==> config.mk <==
export PLATFORM = sky130hd
export DESIGN_NAME = decode_sequencer
export DESIGN_NICKNAME = d
export VERILOG_FILES = /design/src/rtl/decode_sequencer.sv
export SDC_FILE = /design/constraint.sdc
export NUM_CORES = 1
export LEC_CHECK = 0
export ABC_AREA = 1
export BUFFER_PORTS_ARGS = -buffer_cell sky130_fd_sc_hd__buf_2
export CAP_MARGIN = 10
export CORE_ASPECT_RATIO = 1.5
export CORE_MARGIN = 2
export CORE_UTILIZATION = 45
export CTS_CLUSTER_SIZE = 28
export DETAILED_ROUTE_END_ITERATION = 8
export GPL_TIMING_DRIVEN = 0
export PLACE_DENSITY = 0.76
export SLEW_MARGIN = 20
export SYNTH_ARGS = -nofsm -noshare
export SYNTH_HDL_FRONTEND = slang
export SYNTH_SLANG_ARGS = --single-unit
==> constraint.sdc <==
create_clock -name clk -period 1.8 [get_ports clk]
set_clock_uncertainty 0.2 [all_clocks]
set_input_delay 0.09 -clock clk [delete_from_list [all_inputs] [get_ports clk]]
set_output_delay 0.09 -clock clk [all_outputs]
set_load 0.01 [all_outputs]
==> src/rtl/decode_sequencer.sv <==
// Multi-cycle decode sequencer between instruction fetch and the control ROM.
// Optional skip support is built when DECODE_SEQ_SKIP_EN is defined.
module decode_sequencer #(
  parameter int INST_W    = 16,
  parameter int STATE_W   = 2,
  parameter int MAX_STATE = 3
) (
  input  logic               clk,
  input  logic               rst,
  input  logic [INST_W-1:0]  inst_in,
  input  logic               inst_valid,
  input  logic               is_32_bit_in,
  input  logic               stall_in,
  input  logic               flush_in,
  input  logic               branch_taken_in,
  input  logic [STATE_W-1:0] ctl_next_state,
  input  logic               ctl_done,
  input  logic               ctl_skip,
  output logic [INST_W-1:0]  inst_out,
  output logic [INST_W-1:0]  ext_out,
  output logic [STATE_W-1:0] state_out,
  output logic               decode_valid,
  output logic               fetch_en,
  output logic               busy,
  output logic               skipping,
  output logic               err
);

`ifdef DECODE_SEQ_SKIP_EN
  typedef enum logic [2:0] {DISPATCH, EXT, EXEC, SKIP1, SKIP2} phase_t;
`else
  typedef enum logic [1:0] {DISPATCH, EXT, EXEC} phase_t;
`endif

  localparam logic [STATE_W-1:0] MAX_S = STATE_W'(MAX_STATE);

  phase_t             phase;
  phase_t             exit_phase;
  logic [STATE_W-1:0] state;
  logic [STATE_W-1:0] exit_state;
  logic [INST_W-1:0]  inst_q;
  logic [INST_W-1:0]  ext_q;
  logic               err_q;
  logic               illegal;
  logic               done_eff;
  logic               base_valid;
  logic               base_fetch;

  assign illegal  = !ctl_done && ((ctl_next_state > MAX_S) || (ctl_next_state == '0));
  assign done_eff = ctl_done || illegal;

`ifndef DECODE_SEQ_SKIP_EN
  logic unused_skip;
  assign unused_skip = ctl_skip ^ branch_taken_in;
`endif

  // Where the sequencer goes after a phase that consults the control ROM.
  always_comb begin
    exit_phase = EXEC;
    exit_state = ctl_next_state;
    if (done_eff) begin
      exit_phase = DISPATCH;
      exit_state = '0;
`ifdef DECODE_SEQ_SKIP_EN
      if (ctl_skip && branch_taken_in) exit_phase = SKIP1;
`endif
    end
  end

  always_ff @(posedge clk) begin
    if (rst) begin
      phase  <= DISPATCH;
      state  <= '0;
      inst_q <= '0;
      ext_q  <= '0;
      err_q  <= 1'b0;
    end else if (flush_in) begin
      phase <= DISPATCH;
      state <= '0;
    end else if (!stall_in) begin
      case (phase)
        DISPATCH: begin
          if (inst_valid) begin
            inst_q <= inst_in;
            ext_q  <= '0;
            if (is_32_bit_in) begin
              phase <= EXT;
            end else begin
              phase <= exit_phase;
              state <= exit_state;
              err_q <= err_q | illegal;
            end
          end
        end
        EXT: begin
          if (inst_valid) begin
            ext_q <= inst_in;
            phase <= exit_phase;
            state <= exit_state;
            err_q <= err_q | illegal;
          end
        end
        EXEC: begin
          phase <= exit_phase;
          state <= exit_state;
          err_q <= err_q | illegal;
        end
`ifdef DECODE_SEQ_SKIP_EN
        SKIP1: begin
          if (inst_valid) phase <= is_32_bit_in ? SKIP2 : DISPATCH;
        end
        SKIP2: begin
          if (inst_valid) phase <= DISPATCH;
        end
`endif
        default: phase <= DISPATCH;
      endcase
    end
  end

  // DISPATCH bypasses the fetched word so 16-bit single-phase ops add no latency.
  always_comb begin
    inst_out   = inst_q;
    base_valid = 1'b0;
    base_fetch = 1'b1;
    skipping   = 1'b0;
    case (phase)
      DISPATCH: begin
        inst_out   = inst_in;
        base_valid = inst_valid;
      end
      EXEC: begin
        base_valid = 1'b1;
        base_fetch = 1'b0;
      end
`ifdef DECODE_SEQ_SKIP_EN
      SKIP1, SKIP2: begin
        inst_out = '0;
        skipping = 1'b1;
      end
`endif
      default: ;
    endcase
  end

  assign decode_valid = base_valid && !stall_in && !flush_in;
  assign fetch_en     = base_fetch && !(stall_in && !flush_in);
  assign busy         = (phase != DISPATCH);
  assign ext_out      = ext_q;
  assign state_out    = state;
  assign err          = err_q;

endmodule

Word-level counts from Yosys, hierarchy flattened
Index checks and enable logic that the tools add are counted.
{"block": "totals", "regBits": 37, "output_inout_bits": 39, "elab_cells": 56}
{"block": "op_classes", "order_cmp": 1, "eq_ne": 5, "n_mux": 20, "n_bitwise": 3, "reduce_logical": 22}
{"op": "16-bit 2-to-1 mux", "n": 3}
{"op": "16-bit case mux with 2 select lines", "n": 1}
{"op": "2-bit 2-to-1 mux", "n": 8}
{"op": "2-bit case mux with 3 select lines", "n": 2}
{"op": "5-bit AND reduction", "n": 2}
{"op": "2-bit inequality test (second input constant)", "n": 3}
{"op": "6-bit AND reduction", "n": 1}
{"op": "1-bit logical AND", "n": 5}
{"op": "1-bit logical NOT", "n": 4}
{"op": "2-bit logical NOT", "n": 2}
{"op": "1-bit 2-to-1 mux", "n": 4}
{"op": "4-bit AND reduction", "n": 1}
{"op": "2-bit nonzero test", "n": 2}
{"op": "1-bit case mux with 3 select lines", "n": 1}
{"op": "3-bit AND reduction", "n": 1}
{"op": "3-bit nonzero test", "n": 1}
{"op": "2-bit by 1-bit equality test with 1-bit output (second input constant)", "n": 1}
{"op": "2-bit equality test (second input constant)", "n": 1}
{"op": "2-bit greater-than comparator (second input constant)", "n": 1}
{"op": "1-bit logical OR", "n": 2}
{"op": "1-bit NOT", "n": 2}
{"op": "1-bit case mux with 2 select lines", "n": 1}
{"op": "2-bit OR reduction", "n": 1}
{"op": "1-bit OR", "n": 1}

Logic depth before layout (Yosys ltp)
{"block": "logic_depth", "word_depth": 8, "depth_mapped": 10, "mapped_depth_nobuf": 9}

Least setup slack after synthesis
No wires, ideal clock.
{"block": "synth_path", "path_type": "reg2reg", "startpoint": "reg phase[0]", "endpoint": "reg ext_q[10] (netlist: ext_out[10])", "setup_time_ns": 0.064, "t_arrival_ns": 1.399, "path_slack_ns": 0.137, "stages_incl_launch_ff": 11, "n_path_buf": 1, "period_less_slack_ns": 1.663, "path_cell_list": "dfxtp_1 -> inv_1 -> ha_1 -> inv_2 -> nand2_2 -> nand2_4 -> nand2_4 -> nor2_8 -> buf_6 -> nor2_1 -> nor2_1"}
{"block": "synth_between", "elab_chain_cells": 3, "elab_cells_between_ends": 7}
{"element": "start, declared", "line": "37", "rtl": "phase_t phase;"}
{"element": "start signal, assigned", "line": "89", "rtl": "phase <= exit_phase;"}
{"element": "start signal, assigned", "line": "98", "rtl": "phase <= exit_phase;"}
{"element": "start signal, assigned", "line": "104", "rtl": "phase <= exit_phase;"}
{"element": "2-bit by 1-bit equality test with 1-bit output or 2-bit logical NOT (tied branches)", "line": "81", "rtl": "case (phase)"}
{"element": "2-bit inequality test (no source line) or 2-bit nonzero test (tied branches)"}
{"element": "5-bit AND reduction (no source line)"}
{"element": "end signal, assigned", "line": "97", "rtl": "ext_q <= inst_in;"}
{"element": "end, declared", "line": "42", "rtl": "logic [INST_W-1:0] ext_q;"}
Parallel ways exist; a longest one is shown, timed or not.
A chain may end at the register's enable or synchronous reset.

Worst setup path in the final report
{"block": "layout_path", "startpoint": "reg phase[0]", "endpoint": "out inst_out[15]"}
{"block": "layout_between", "elab_chain_cells": 2}
{"element": "2-bit logical NOT", "line": "127", "rtl": "case (phase)"}
{"element": "16-bit 2-to-1 mux", "line": "127"}
{"element": "end, declared", "line": "19", "rtl": "output logic [INST_W-1:0] inst_out,"}
Every way passes these cells.

==> impl_metrics.ini <==
[final_layout]
syn2layout_area_growth_pct = 45.8
nets = 424
final_common_cell = nand2_1
utilization = 0.694
final_cell_mix = 88 x nand2_1, 77 x nor2_1, 65 x buf_2, 35 x dfxtp_1, 22 x dlygate4sd3_1
nFillCells = 350
diodes = 0
layout-drive-gt1-share = 0.281

[worst_setup_path]
slowest_stage = dfxtp_4
crit_path_max_incr_delay_ps = 390
path_cells = inv_6, ha_4, buf_8, buf_4, nand2_2, nand2_2, buf_2
worstPathArrival_ps = 1480
cpMostUsedCell = nand2_2
path_max_fanout = 6
crit_type = reg2out
crit_buf_inv = 4
end_kind = primary output
cp_top_family = buffers and inverters
startpoint_type = register
crit_required_ps = 1510

[job]
maxCapViolations = 0

[synthesis]
synth-warning-count = 0
synth_top_area_share = 0.390
yosys.area_share.adder = 0.0395
synth.yosys.seq_area_share = 0.390
yosysUniqueCellTypes = 24
synth-compound-area-share = 0.0737
syn-num-nets = 326
netlist_top_cells_area = dfxtp_1 39%, nand2_1 18%, nor2_1 15%, o21ai_0 5.0%, nand3_1 4.7%
syn_area_sq_um = 1900
yosys.area.top_type = dfxtp_1
synth-seq-cells = 37
synth_area_per_cell_sq_um = 6.49
yosys.area_share.simple = 0.421
synth-xor-area-share = 0
synth_cells = 293
muxShareOfSynthArea = 0
synth_top_family_by_area = simple AND/OR/NAND/NOR gates

[grt]
grt-ovfl-total = 0
gr-usage-all-layers = 0.222
grt_first_pass_wirelength_microns = 8400
met2_usage = 0.421
grt_pass1_vias = 1931
antenna_found_initial = 0
busiest_layer = met2
use_met3 = 0.0388
use_met1 = 0.226
grt_start_max_net_pins = 12

[floorplanning]
die_w_microns = 57.1
initial_core_util = 0.476
core_sq_um = 3990
die_height_microns = 83.6
ioPinCount = 66
die_area_sq_um = 4770
rows = 28

[clock_network]
cts_tree = yes
clock_latency_ps = 290
cts_sinks = 37
cts-root-buf = clkbuf_8
numCtsBuffers = 5
h-tree-depth = 2
clk_pin_slew_worst_paths_ps = 70
cts_max_path_buffers = 2

[power]
ir_worst_vdd_mv = 0.591
power_density_nw_per_um2 = 721
p_leak_uw = 0.00137

[placed_design]
port_buffers = 62
place.gp.congestion = 0.892
hpwl_microns = 3570
pre_cts_slack_ps = -143

[drt]
vias = 2146
viasPerCell = 4.91
drtAntennaViolNets = 0
dr.first_iter.drc_count = 71
wl_per_cell_microns = 12.3
dr.pass1.iters = 4
routed_wl_microns = 5370
route.detailed.drc = 0

[timing]
period_share = 0.981
fmax_mhz = 567
setup_violations = 0
final-hold-violation-count = 0
drv_slew = 0
finalWorstSetupSlack_ps = 35.0
period_needed_ps = 1770

[run_status]
status = finished clean

[min_path]
hold_class = in2reg
[worst min-delay path: stages]
cell and delay, ps:
buf_2 130, nor2_4 60, nand2_1 50, nor2_1 30, nand2_1 70, a21oi_1 60
[registers in the layout (all words and copies together) (netlist names)]
signal     cells
phase          2
state_out      2
ext_out       16
err            1
inst_q        16
[path summary, 6_finish.rpt]
| path | from | endpoint | slack (ps) | cells past startpoint |
|---|---|---|---|---|
| setup / recovery | phase[0]$_SDFFE_PP0P_ | inst_out[15] | 30 | 7 |
| hold / removal | flush_in | err$_SDFFE_PP0P_ | 40 | 6 |
| setup reg to reg | phase[0]$_SDFFE_PP0P_ | ext_out[1]$_SDFFE_PP0P_ | 70 | 9 |
| hold reg to reg | err$_SDFFE_PP0P_ | err$_SDFFE_PP0P_ | 250 | 2 |
[timing repair]
| action | 4_1_cts | 5_1_grt |
|---|---|---|
| endpoints found under the hold margin | 37 | 0 |
| hold buffers | 22 | 0 |
| setup endpoints to repair | 37 | 28 |
| cloned | 0 | 2 |
| resized for setup | 21 | 16 |
| setup buffers | 3 | 3 |
[routing by layer]
metal  wire, microns  part of all wire  vias to the layer above
met1            2080              0.39                      959
met3             241             0.045                       12
met4             154             0.029                        0
li1                -                 -                     1101
met5               0                 0                        -
met2            2890              0.54                       74
[synth_stat cells (all sizes together)]
cell    number
nand2       94
nor2        80
dfxtp       37
o21ai       20
nand3       19
inv         14
buf          9
ha           6
clkbuf       5
a21oi        4
clkinv       1
conb         1
nor3         1
o21a         1
o21bai       1
[power breakdown]
part           internal, uW  switching [uW]
clock network           346             287
registers               861            23.5
logic                   215             266
[stage by stage]
stage               hold slack (ps)  instance area, sq um  std cells  setup TNS (ps)  power (uW)
floorplan                     -40.9                  1900        293               0        1150
global placement                104                  2270        400           -1440        1280
detailed placement              111                  2270        400           -1870        1290
CTS                            42.8                  2670        433               0        1970
global route                   58.9                  2770        437           -37.6        2100
finish                         44.2                  2770        437               0        2000
[area by class of cell]
class,count,area (sq um),area share
well taps,45,56.3,0.0203
clock buffers,7,96.3,0.0348
repair inverters,1,8.76,0.00316
repair buffers,91,601,0.217
clock inverters,1,5.00,0.00181
flip-flops and latches,37,748,0.270
multi-input cells,227,1070,0.388
plain buffers,13,105,0.0379
inverters,15,76.3,0.0275
[cells by family after synthesis]
group / Yosys count
buf+inv: 29
other cells: 1
simple gates: 194
compound gates: 26
fa+ha+maj: 6
flops: 37
(Power assumes the default switching activity.)
